--- src/rtl/game_irq_scheduler.sv ---
// Game interrupt scheduler: latches collision/tick/button/switch events as pending,
// picks the lowest-numbered unmasked one and runs the KCPSM6 interrupt/ack/EOI handshake.
//
// state   | meaning
// IDLE    | no interrupt outstanding, arbitrating pending & mask
// ASSERT  | interrupt driven high, waiting for interrupt_ack
// SERVICE | handler running, waiting for an EOI port write
module game_irq_scheduler #(
   parameter int unsigned TICK_CYCLES = 1000000,
   parameter logic [7:0]  MASK_PORT   = 8'h10,
   parameter logic [7:0]  CAUSE_PORT  = 8'h11,
   parameter logic [7:0]  EOI_PORT    = 8'h12,
   parameter logic [7:0]  MISS_PORT   = 8'h13,
   parameter logic [7:0]  PEND_PORT   = 8'h14
) (
   input  logic       clk,
   input  logic       rst,
   input  logic       collision_detect,
   input  logic [3:0] db_btns,
   input  logic [7:0] db_sw,
   input  logic [7:0] port_id,
   input  logic [7:0] out_port,
   input  logic       write_strobe,
   input  logic       interrupt_ack,
   output logic       interrupt,
   output logic [7:0] rd_data,
   output logic       rd_hit
);

   typedef enum logic [1:0] {
      ST_IDLE    = 2'd0,
      ST_ASSERT  = 2'd1,
      ST_SERVICE = 2'd2
   } state_t;

   localparam logic [23:0] TICK_LAST = 24'(TICK_CYCLES - 1);

   state_t      state_q, state_d;
   logic        coll_prev_q, coll_prev_d;
   logic [3:0]  btns_prev_q, btns_prev_d;
   logic [7:0]  sw_prev_q, sw_prev_d;
   logic [23:0] tick_cnt_q, tick_cnt_d;
   logic [3:0]  pending_q, pending_d;
   logic [7:0]  miss_cnt_q, miss_cnt_d;
   logic [3:0]  mask_q, mask_d;
   logic [3:0]  cause_q, cause_d;
   logic        interrupt_q, interrupt_d;
   logic [7:0]  rd_data_q, rd_data_d;
   logic        rd_hit_q, rd_hit_d;

   logic        tick;
   logic [3:0]  events;
   logic [3:0]  irq_req;
   logic [3:0]  sel_onehot;
   logic [3:0]  sel_clr;
   logic [3:0]  pend_kept;
   logic        miss_hit;
   logic        mask_wr;
   logic        eoi_wr;
   logic        miss_wr;
   logic [3:0]  unused_out_hi;

   assign unused_out_hi = out_port[7:4];

   assign mask_wr = write_strobe && (port_id == MASK_PORT);
   assign eoi_wr  = write_strobe && (port_id == EOI_PORT);
   assign miss_wr = write_strobe && (port_id == MISS_PORT);

   // Event detection against last cycle's sampled inputs
   always_comb begin
      coll_prev_d = collision_detect;
      btns_prev_d = db_btns;
      sw_prev_d   = db_sw;
      tick        = (tick_cnt_q == TICK_LAST);
      events[0]   = collision_detect & ~coll_prev_q;
      events[1]   = tick;
      events[2]   = |(db_btns & ~btns_prev_q);
      events[3]   = |(db_sw ^ sw_prev_q);
   end

   always_comb begin
      tick_cnt_d = tick ? 24'd0 : tick_cnt_q + 24'd1;
   end

   always_comb begin
      irq_req    = pending_q & mask_q;
      sel_onehot = irq_req & (~irq_req + 4'd1);
   end

   // FSM: state register
   always_ff @(posedge clk) begin
      if (rst) begin
         state_q <= ST_IDLE;
      end else begin
         state_q <= state_d;
      end
   end

   // FSM: next state
   always_comb begin
      state_d = state_q;
      case (state_q)
         ST_IDLE:    if (|irq_req)     state_d = ST_ASSERT;
         ST_ASSERT:  if (interrupt_ack) state_d = ST_SERVICE;
         ST_SERVICE: if (eoi_wr)        state_d = ST_IDLE;
         default:                       state_d = ST_IDLE;
      endcase
   end

   // FSM: outputs (registered cause/interrupt, selection clear)
   always_comb begin
      cause_d     = cause_q;
      interrupt_d = interrupt_q;
      sel_clr     = 4'b0000;
      case (state_q)
         ST_IDLE: begin
            if (|irq_req) begin
               cause_d     = sel_onehot;
               interrupt_d = 1'b1;
               sel_clr     = sel_onehot;
            end
         end
         ST_ASSERT: begin
            interrupt_d = ~interrupt_ack;
         end
         ST_SERVICE: begin
            interrupt_d = 1'b0;
            if (eoi_wr) cause_d = 4'b0000;
         end
         default: begin
            cause_d     = 4'b0000;
            interrupt_d = 1'b0;
         end
      endcase
   end

   // A new event on the same bit as a selection re-arms it; a miss is an event
   // landing on a bit that stays pending.
   always_comb begin
      pend_kept = pending_q & ~sel_clr;
      pending_d = pend_kept | events;
      miss_hit  = |(events & pend_kept);
      miss_cnt_d = miss_cnt_q;
      if (miss_wr) begin
         miss_cnt_d = 8'h00;
      end else if (miss_hit && (miss_cnt_q != 8'hFF)) begin
         miss_cnt_d = miss_cnt_q + 8'd1;
      end
      mask_d = mask_wr ? out_port[3:0] : mask_q;
   end

   always_comb begin
      rd_data_d = 8'h00;
      rd_hit_d  = 1'b1;
      case (port_id)
         MASK_PORT:  rd_data_d = {4'b0000, mask_q};
         CAUSE_PORT: rd_data_d = {4'b0000, cause_q};
         MISS_PORT:  rd_data_d = miss_cnt_q;
         PEND_PORT:  rd_data_d = {4'b0000, pending_q};
         default:    rd_hit_d  = 1'b0;
      endcase
   end

   // Previous-value registers track inputs through reset so nothing fires on release
   always_ff @(posedge clk) begin
      coll_prev_q <= coll_prev_d;
      btns_prev_q <= btns_prev_d;
      sw_prev_q   <= sw_prev_d;
   end

   always_ff @(posedge clk) begin
      if (rst) begin
         tick_cnt_q  <= 24'd0;
         pending_q   <= 4'b0000;
         miss_cnt_q  <= 8'h00;
         mask_q      <= 4'b0011;
         cause_q     <= 4'b0000;
         interrupt_q <= 1'b0;
         rd_data_q   <= 8'h00;
         rd_hit_q    <= 1'b0;
      end else begin
         tick_cnt_q  <= tick_cnt_d;
         pending_q   <= pending_d;
         miss_cnt_q  <= miss_cnt_d;
         mask_q      <= mask_d;
         cause_q     <= cause_d;
         interrupt_q <= interrupt_d;
         rd_data_q   <= rd_data_d;
         rd_hit_q    <= rd_hit_d;
      end
   end

   assign interrupt = interrupt_q;
   assign rd_data   = rd_data_q;
   assign rd_hit    = rd_hit_q;

endmodule

--- config.mk ---
export PLATFORM = sky130hd
export DESIGN_NAME = game_irq_scheduler
export DESIGN_NICKNAME = d
export VERILOG_FILES = /design/src/rtl/game_irq_scheduler.sv
export SDC_FILE = /design/constraint.sdc
export NUM_CORES = 1
export LEC_CHECK = 0
export CAP_MARGIN = 20
export CORE_AREA = 4 4 86 88
export DETAILED_ROUTE_END_ITERATION = 16
export DIE_AREA = 0 0 90 92
export GPL_TIMING_DRIVEN = 0
export PLACE_DENSITY_LB_ADDON = 0.1
export RECOVER_POWER = 100
export SETUP_SLACK_MARGIN = 0.02
export SLEW_MARGIN = 20
export SYNTH_ARGS = -nofsm -noshare
export SYNTH_HDL_FRONTEND = slang
export SYNTH_SLANG_ARGS = --single-unit
export TNS_END_PERCENT = 5
--- constraint.sdc ---
create_clock -name clk -period 5.5 [get_ports clk]
set_clock_uncertainty 0.2 [all_clocks]
set_input_delay 1.1 -clock clk [delete_from_list [all_inputs] [get_ports clk]]
set_output_delay 1.1 -clock clk [all_outputs]
set_load 0.02 [all_outputs]
### Word-level counts from Yosys, hierarchy flattened

Index checks and enable logic that the tools add are counted.

* reductions and logical operators: 14
* $add $sub $neg: 3
* eq/ne operators: 12
* muxes and demuxes: 13
* bitwise gates (word level): 14

Operators with widths (count)
* 8-bit by 5-bit == test with 1-bit output, second input constant: 5
* 8-bit one-hot mux with 4 select lines: 1
* 24-bit by 1-bit adder with 24-bit output, second input constant: 1
* 24-bit by 20-bit == test with 1-bit output, second input constant: 1
* 4-bit AND: 5
* 4-bit two-way mux: 4
* 4-bit OR reduction: 4
* 4-bit NOT: 3
* 4-bit one-hot mux with 3 select lines: 1
* 8-bit by 1-bit adder with 8-bit output, second input constant: 1
* 8-bit inequality test, second input constant: 1
* 8-bit OR reduction: 1
* 8-bit XOR: 1
* 2-bit two-way mux: 3
* 2-bit inequality test, second input constant: 3
* 2-bit one-hot mux with 3 select lines: 1
* 3-bit AND reduction: 2
* 4-bit by 1-bit adder with 4-bit output, second input constant: 1
* 1-bit logical AND: 4
* 4-bit OR: 1
* 2-bit OR reduction: 2
* 1-bit NOT: 3
* 2-bit by 1-bit == test with 1-bit output, second input constant: 1
* 2-bit == test, second input constant: 1
* other kinds (4): 5

* input port bits: 33
* flip-flop bits (word level): 69
* word-level logic and storage cells: 68
* output and inout bits: 10

### Depth between registers and ports, before layout

Gate-level depths: netlist (run 1).

* word-level depth: 11
* depth in mapped cells: 7
* depth with buffers taken out: 7

### Least setup slack after synthesis (run 1)

OpenSTA, ideal clock, no wires.

* kind: input port to flip-flop
* start: in port_id[3]
* end: reg miss_cnt_q[7]
* arrival time: 2.568 ns
* path slack: 2.609 ns
* library setup time: 0.122 ns
* data required time: 5.178 ns
* path buffers: 1
* cell stages on the path: 6
* path through: or4_1 clkbuf_1 nor3_2 a21oi_2 nand4b_1 o21ai_0

* word-level cells in the longest chain between the ends: 3

Ends and longest elaborated chain
* start, declared: line 21 `input logic [7:0] port_id,`
* 8-bit by 5-bit == test with 1-bit output: line 67 `assign miss_wr = write_strobe && (port_id == MISS_PORT);`
* 1-bit logical AND: line 67
* 2-bit OR reduction (no source line)
* end signal, assigned: line 184 `miss_cnt_q <= miss_cnt_d;`
* end, declared: line 44 `logic [7:0] miss_cnt_q, miss_cnt_d;`

No other way between the ends.
A chain may end at the register's enable or synchronous reset.

### Worst setup path in the final report (run 1)

* start: in port_id[5]
* end: reg miss_cnt_q[7]

The elaborated chain is that of the path after synthesis.

==> metrics.md, run 1 <==
| Metric | Value |
|---|---|
| Slew HR | `0.191` |
| Most frequent cells after synthesis | `dfxtp_1, nand2_1, nor2_1` |
| Leak | `0.00131 uW` |
| RSZ-0062 raised after global routing | `no` |
| WS Path Type | `in2reg` |
| Maximum clock path buffer count | `2` |
| Final Cycle Share | `0.700` |
| Via count | `~2,300` |
| Final core utilization | `0.532` |
| PostCTS Resize Cnt | `0` |
| Initial DRC count | `slightly below 100` |
| Hold Path Depth | `2` |
| Status | `complete, no violations` |
| Synthesized cell area | `0.00287 mm2` |
| Core Rows | `30` |
| Final nets | `~400` |
| PD cells | `around 300 mW/mm2` |
| Post-route ant nets | `0` |
| Drt wl/cell | `13.1 um` |
| Maximum vdd drop | `between 0.15 and 0.2 mV` |
| Synth top area cells | `dfxtp_1, nand2_1, nor2_1` |
| Fill cell count | `around 660` |
| CP Data Required Time | `~5.5 ns` |
| Yosys top cell area share | `0.481` |
| Top FF cell, synth | `dfxtp_1` |
| Total area of multi-input combinational cells | `approximately 0.0014 mm2` |
| First-pass GRT wire length | `roughly 10,000 um` |
| Hold EP | `cause_q[3]` |
| Final Wtd Congestion | `a little over 0.8` |
| Crit Path Max Fanout | `10` |
| Syn_area_per_cell | `approximately 9.1 um2` |
| Cell count after synthesis | `~320` |
| Crit path DAT | `roughly 3.9 ns` |
| Clock slew at reported path FFs | `approximately 0.080 ns` |
| Setup TNS | `0 ns` |
| Vias in the first global route | `2,215` |
| Setup bufs post-CTS | `0` |
| Crit path from | `port_id[5]` |
| Ys async rst share | `0` |
| Pins Over Slew Limit | `0` |
| TritonCTS buffer count | `9` |
| Die ar. | `roughly 0.0083 mm2` |
| Hold buffer count at CTS | `0` |
| Worst slew pin tran | `about 1.2 ns` |
| Worst-Skew Late Latency | `0.34 ns` |
| Pin count of the biggest net entering global routing | `13` |
| Worst flop-to-flop path endpoint | `miss_cnt_q[1]` |
| Gr usage total | `0.151` |
| GRT overflow | `0` |
| Share of post-route cells with drive strength above 1 | `0.0623` |
| Cells on worst reg2reg path | `6` |
| Root Buffer Master | `clkbuf_8` |
| CTS tree | `done` |
| DR pass1 iterations | `4` |
| Worst setup EP type | `flop` |
| FMAX | `approximately 260 MHz` |
| Initial core utilization | `0.432` |
| Die span in x | `90 um` |
| Area of the core | `~0.0066 mm2` |
| DRC viols | `0` |
| Endpoints failing setup | `0` |
| N_diodes | `0` |
| Initial antenna violation count | `0` |
| Syn Nets | `roughly 350` |
| Die height | `approximately 92 um` |
| Critical Path Source Type | `primary input` |
| Flop2flop setup slack | `around 3.1 ns` |
| Distinct cells, synth | `roughly 50` |
| Area Overhead vs Synth | `23.0%` |
| Hold_sp | `cause_q[3]` |
| # IOs | `between 40 and 50` |
| Post-synthesis register bit count | `approximately 70` |
| Count leader, synth | `dfxtp_1` |
| Port buffer count | `36` |
| H-tree levels | `3` |
| Worst r2r src | `tick_cnt_q[0]` |
| Post-synth EDFFs | `0` |
| Post-Route WL | `between 5000 and 6000 um` |
| Vias per cell | `5.17` |
| Clk sinks | `around 70` |
| Synth Warn # | `0` |
| Max cap viols | `0` |
| Hold WC Path Type | `reg2reg` |
| Yosys top cell by area | `dfxtp_1` |
| Post-DP HPWL | `~4300 um` |
| Seq/Total Area, Yosys | `0.481` |
| Shortest period the worst path allows | `3.85 ns` |
| Register Area | `0.00138 mm2` |
| Final Hold Viols | `0` |
[where the power goes]
part | switching (uW) | leakage (uW) | internal, uW
Combinational | 33.4 | 0.000635 | 35.4
Sequential | 9.81 | 0.000563 | 512
Clock | 194 | 0.000114 | 270
[sequential cells by signal, summed over array words and instances, names as in the netlist]
name and cells:
mask_q 4, interrupt 1, state_q 2, miss_cnt_q 8, sw_prev_q 8, rd_data 8
rd_hit 1, btns_prev_q 4, cause_q 4, tick_cnt_q 24, pending_q 4, coll_prev_q 1
[cell families (layout without fill, tap and decap cells)]
kind of cell	Yosys count	in the layout	share of synthesized area
simple gates	154	154	0.283
flops	69	69	0.481
compound gates	47	47	0.110
xor+xnor	27	27	0.0823
buf+inv	13	65	0.0170
mux	5	5	0.0179
fa+ha+maj	2	2	0.00871
[worst max-delay path: stages]
cell           delay, ns
dlygate4sd3_1       0.52
nand2b_1            0.13
or4_1               0.40
clkbuf_1            0.19
nor3_1              0.81
a21oi_1             0.45
nand4b_1            0.19
o21ai_0             0.08
[per-layer routing]
| metal | GRT usage | part of all wire |
|---|---|---|
| met5 | 0 | 0 |
| met4 | 0.0536 | 0.0095 |
| met3 | 0.0525 | 0.032 |
| met2 | 0.255 | 0.48 |
| met1 | 0.177 | 0.48 |
[through the flow]
step                hold WS (ns)  setup slack [ns]  instances  total power (uW)  area [um2]
floorplan                  0.230              2.61        317               572        2870
global placement           0.247              1.91        433               606        3330
detailed placement         0.251              1.88        433               607        3330
CTS                        0.263              2.26        449              1070        3560
global route               0.286              1.36        449              1100        3530
finish                     0.260              1.65        449              1050        3530
[final cells by class]
class                           count  share of cell area
Buffer                              7             0.00744
Clock buffer                       11              0.0400
Clock inverter                      5              0.0234
Inverter                            6             0.00637
Multi-Input combinational cell    235               0.402
Sequential cell                    69               0.391
Tap cell                           80              0.0283
Timing Repair Buffer               36               0.102
[worst max-delay path by stage]
stage | endpoint | slack, ns | depth (start not counted)
final | miss_cnt_q[7] | 1.65 | 8
after global routing | miss_cnt_q[0] | 1.36 | 8
after CTS | miss_cnt_q[7] | 2.26 | 8
after detailed placement | miss_cnt_q[7] | 1.88 | 8
after global placement | miss_cnt_q[7] | 1.91 | 8
after floorplan | miss_cnt_q[7] | 2.61 | 6
[layout by cell type, fill, tap and decap left out, drive strengths merged, types with 2 or more instances in the layout]
cell            n
ha              2
nand4           6
xnor2          14
and3           13
nor2           35
nand3b          2
nor2b           4
a221oi          4
clkdlybuf4s50  11
nor3            9
a21oi          17
nand3          21
a211oi          2
or3             8
and4            2
xor2           13
nor4            3
bufinv          2
o21ai           7
mux2i           4
and2            2
clkinv          2
nor4b           3
nand2b          8
a22oi           4
dfxtp          69
inv             7
clkbuf         17
dlygate4sd3    25
nand2          36
a32oi           2
Power figures use the tool's default switching activity.
==> inputs of run 2 (changes only) <==
==> constraint.sdc (replaced) <==
create_clock -name clk -period 3.2 [get_ports clk]
set_clock_uncertainty 0.2 [all_clocks]
set_input_delay 0.64 -clock clk [delete_from_list [all_inputs] [get_ports clk]]
set_output_delay 0.64 -clock clk [all_outputs]
set_load 0.02 [all_outputs]
==> run 2 against run 1 <==
Against the previous run: combinational power up 74%; global-route usage unchanged; first-iteration DRC count up 6.2%; hold slack about the same; largest power group unchanged.
==> metrics.md, run 2 (synthesized netlist as in run 1, its figures left out) <==
| Metric | Value |
|---|---|
| Status | `complete, no violations` |
| DR pass1 iterations | `4` |
| RSZ-0062 raised after global routing | `no` |
| Setup TNS | `0 ns` |
| Hold WC Path Type | `reg2reg` |
| Port buffer count | `36` |
| Clock slew at reported path FFs | `0.08 ns` |
| Leak | `approximately 0.0013 uW` |
| Final Hold Viols | `0` |
| Most flop-heavy register | `tick_cnt_q` |
| First-pass GRT wire length | `roughly 10,000 um` |
| Root Buffer Master | `clkbuf_8` |
| Initial DRC count | `between 100 and 150` |
| Core Rows | `30` |
| Worst setup EP type | `flop` |
| FMAX | `between 300 and 400 MHz` |
| Die height | `about 90 um` |
| Gr usage total | `0.151` |
| Area Overhead vs Synth | `23.1%` |
| Final Cycle Share | `0.868` |
| N_diodes | `0` |
| Crit path DAT | `between 2 and 3 ns` |
| Maximum clock path buffer count | `2` |
| Area of the core | `0.00664 mm2` |
| Worst-Skew Late Latency | `about 0.34 ns` |
| Final Wtd Congestion | `~0.8` |
| Die ar. | `0.00828 mm2` |
| Total Power | `between 1500 and 2000 uW` |
| Worst slew pin tran | `slightly above 0.7 ns` |
| Pre-CTS setup slack | `between 0.03 and 0.04 ns` |
| Pins Over Slew Limit | `0` |
| Shortest period the worst path allows | `2.78 ns` |
| Post-DP HPWL | `about 4300 um` |
| Setup bufs post-CTS | `0` |
| Crit path max-delay cell type | `o311ai_0` |
| Pin count of the biggest net entering global routing | `13` |
| Crit-path max cell delay | `between 0.5 and 0.6 ns` |
| TritonCTS buffer count | `9` |
| Fill cell count | `660` |
| Max cap viols | `0` |
| Most frequent cells in the layout | `dfxtp_1, nand2_1, nor2_1` |
| DRC viols | `0` |
| Crit-path cells | `clkdlybuf4s50_1 -> nand2b_1 -> or4_1 -> clkbuf_1 -> o311ai_0 -> o21ai_1 -> a32oi_1 -> nor2_1` |
| PD cells | `between 500 and 600 mW/mm2` |
| Post-Route WL | `5870 um` |
| Largest register FFs | `24` |
| H-tree levels | `3` |
| # IOs | `43` |
| Initial antenna violation count | `0` |
| CP Data Required Time | `~3.2 ns` |
| Slew HR | `0.522` |
| Vias per cell | `just over 5` |
| Commonest non-fill, non-tap cell in the layout | `dfxtp_1` |
| CTS tree | `done` |
| Share of post-route cells with drive strength above 1 | `0.0623` |
| Critical Path Source Type | `primary input` |
| Vias in the first global route | `2,215` |
| Die span in x | `~90 um` |
| Drt wl/cell | `13.1 um` |
| Endpoints failing setup | `0` |
| Post-route ant nets | `0` |
| PostCTS Resize Cnt | `0` |
| Min setup slack post-route | `0.423 ns` |
| Via count | `around 2,300` |
| WS Path Type | `in2reg` |
| Maximum vdd drop | `~0.33 mV` |
| GRT overflow | `0` |
| Final nets | `~400` |
| Crit Path Max Fanout | `8` |
| Hold buffer count at CTS | `0` |
| Clk sinks | `69` |
| Initial core utilization | `0.432` |
-- run 2: changes by cell type in the layout (fill, tap and decap cells not counted), sizes merged --
| cell | before | now |
|---|---|---|
| clkdlybuf4s50 | 11 | 12 |
| dlygate4sd3 | 25 | 24 |
-- run 2: layout make-up --
class / count / area (um2) / share of cell area
clock inverters: 5 / 82.6 / 0.0233
clock buffers: 11 / 141 / 0.0400
inverters: 6 / 22.5 / 0.00637
repair buffers: 36 / 360 / 0.102
flip-flops and latches: 69 / 1380 / 0.391
multi-input cells: 235 / 1420 / 0.402
plain buffers: 7 / 26.3 / 0.00743
well taps: 80 / 100 / 0.0283
-- run 2: power breakdown --
group | internal (uW) | total (uW) | switching [uW]
sequential | 881 | 897 | 16.7
clock | 463 | 797 | 334
combinational | 61.4 | 120 | 58.3
-- run 2: critical path, delay by kind of cell --
family,cells,cell delay [ns]
AO/OA/AOI/OAI,3,0.98
buffers and inverters,2,0.60
AND/OR/NAND/NOR,3,0.59
-- run 2: through the flow --
step	std cells	instance area (um2)	hold slack (ns)	utilization
finish	449	3540	0.260	0.532
floorplan	317	2870	0.230	-
global placement	433	3330	0.247	0.502
global route	449	3540	0.286	0.532
CTS	449	3560	0.263	0.535
detailed placement	433	3330	0.251	0.502
-- run 2: path summary, 6_finish.rpt --
check                                    from            end  slack [ns]  depth (start not counted)
worst max-delay path               port_id[5]     cause_q[0]        0.42                          8
worst min-delay path               cause_q[3]     cause_q[3]        0.26                          2
worst min register to register     cause_q[3]     cause_q[3]        0.26                          2
worst max register to register  tick_cnt_q[0]  miss_cnt_q[1]        0.80                          6
-- run 2: per-layer routing --
layer,share of wire,global-route usage
met1,0.47,0.177
met4,0.012,0.0536
met5,0,0
met2,0.48,0.255
met3,0.039,0.0525
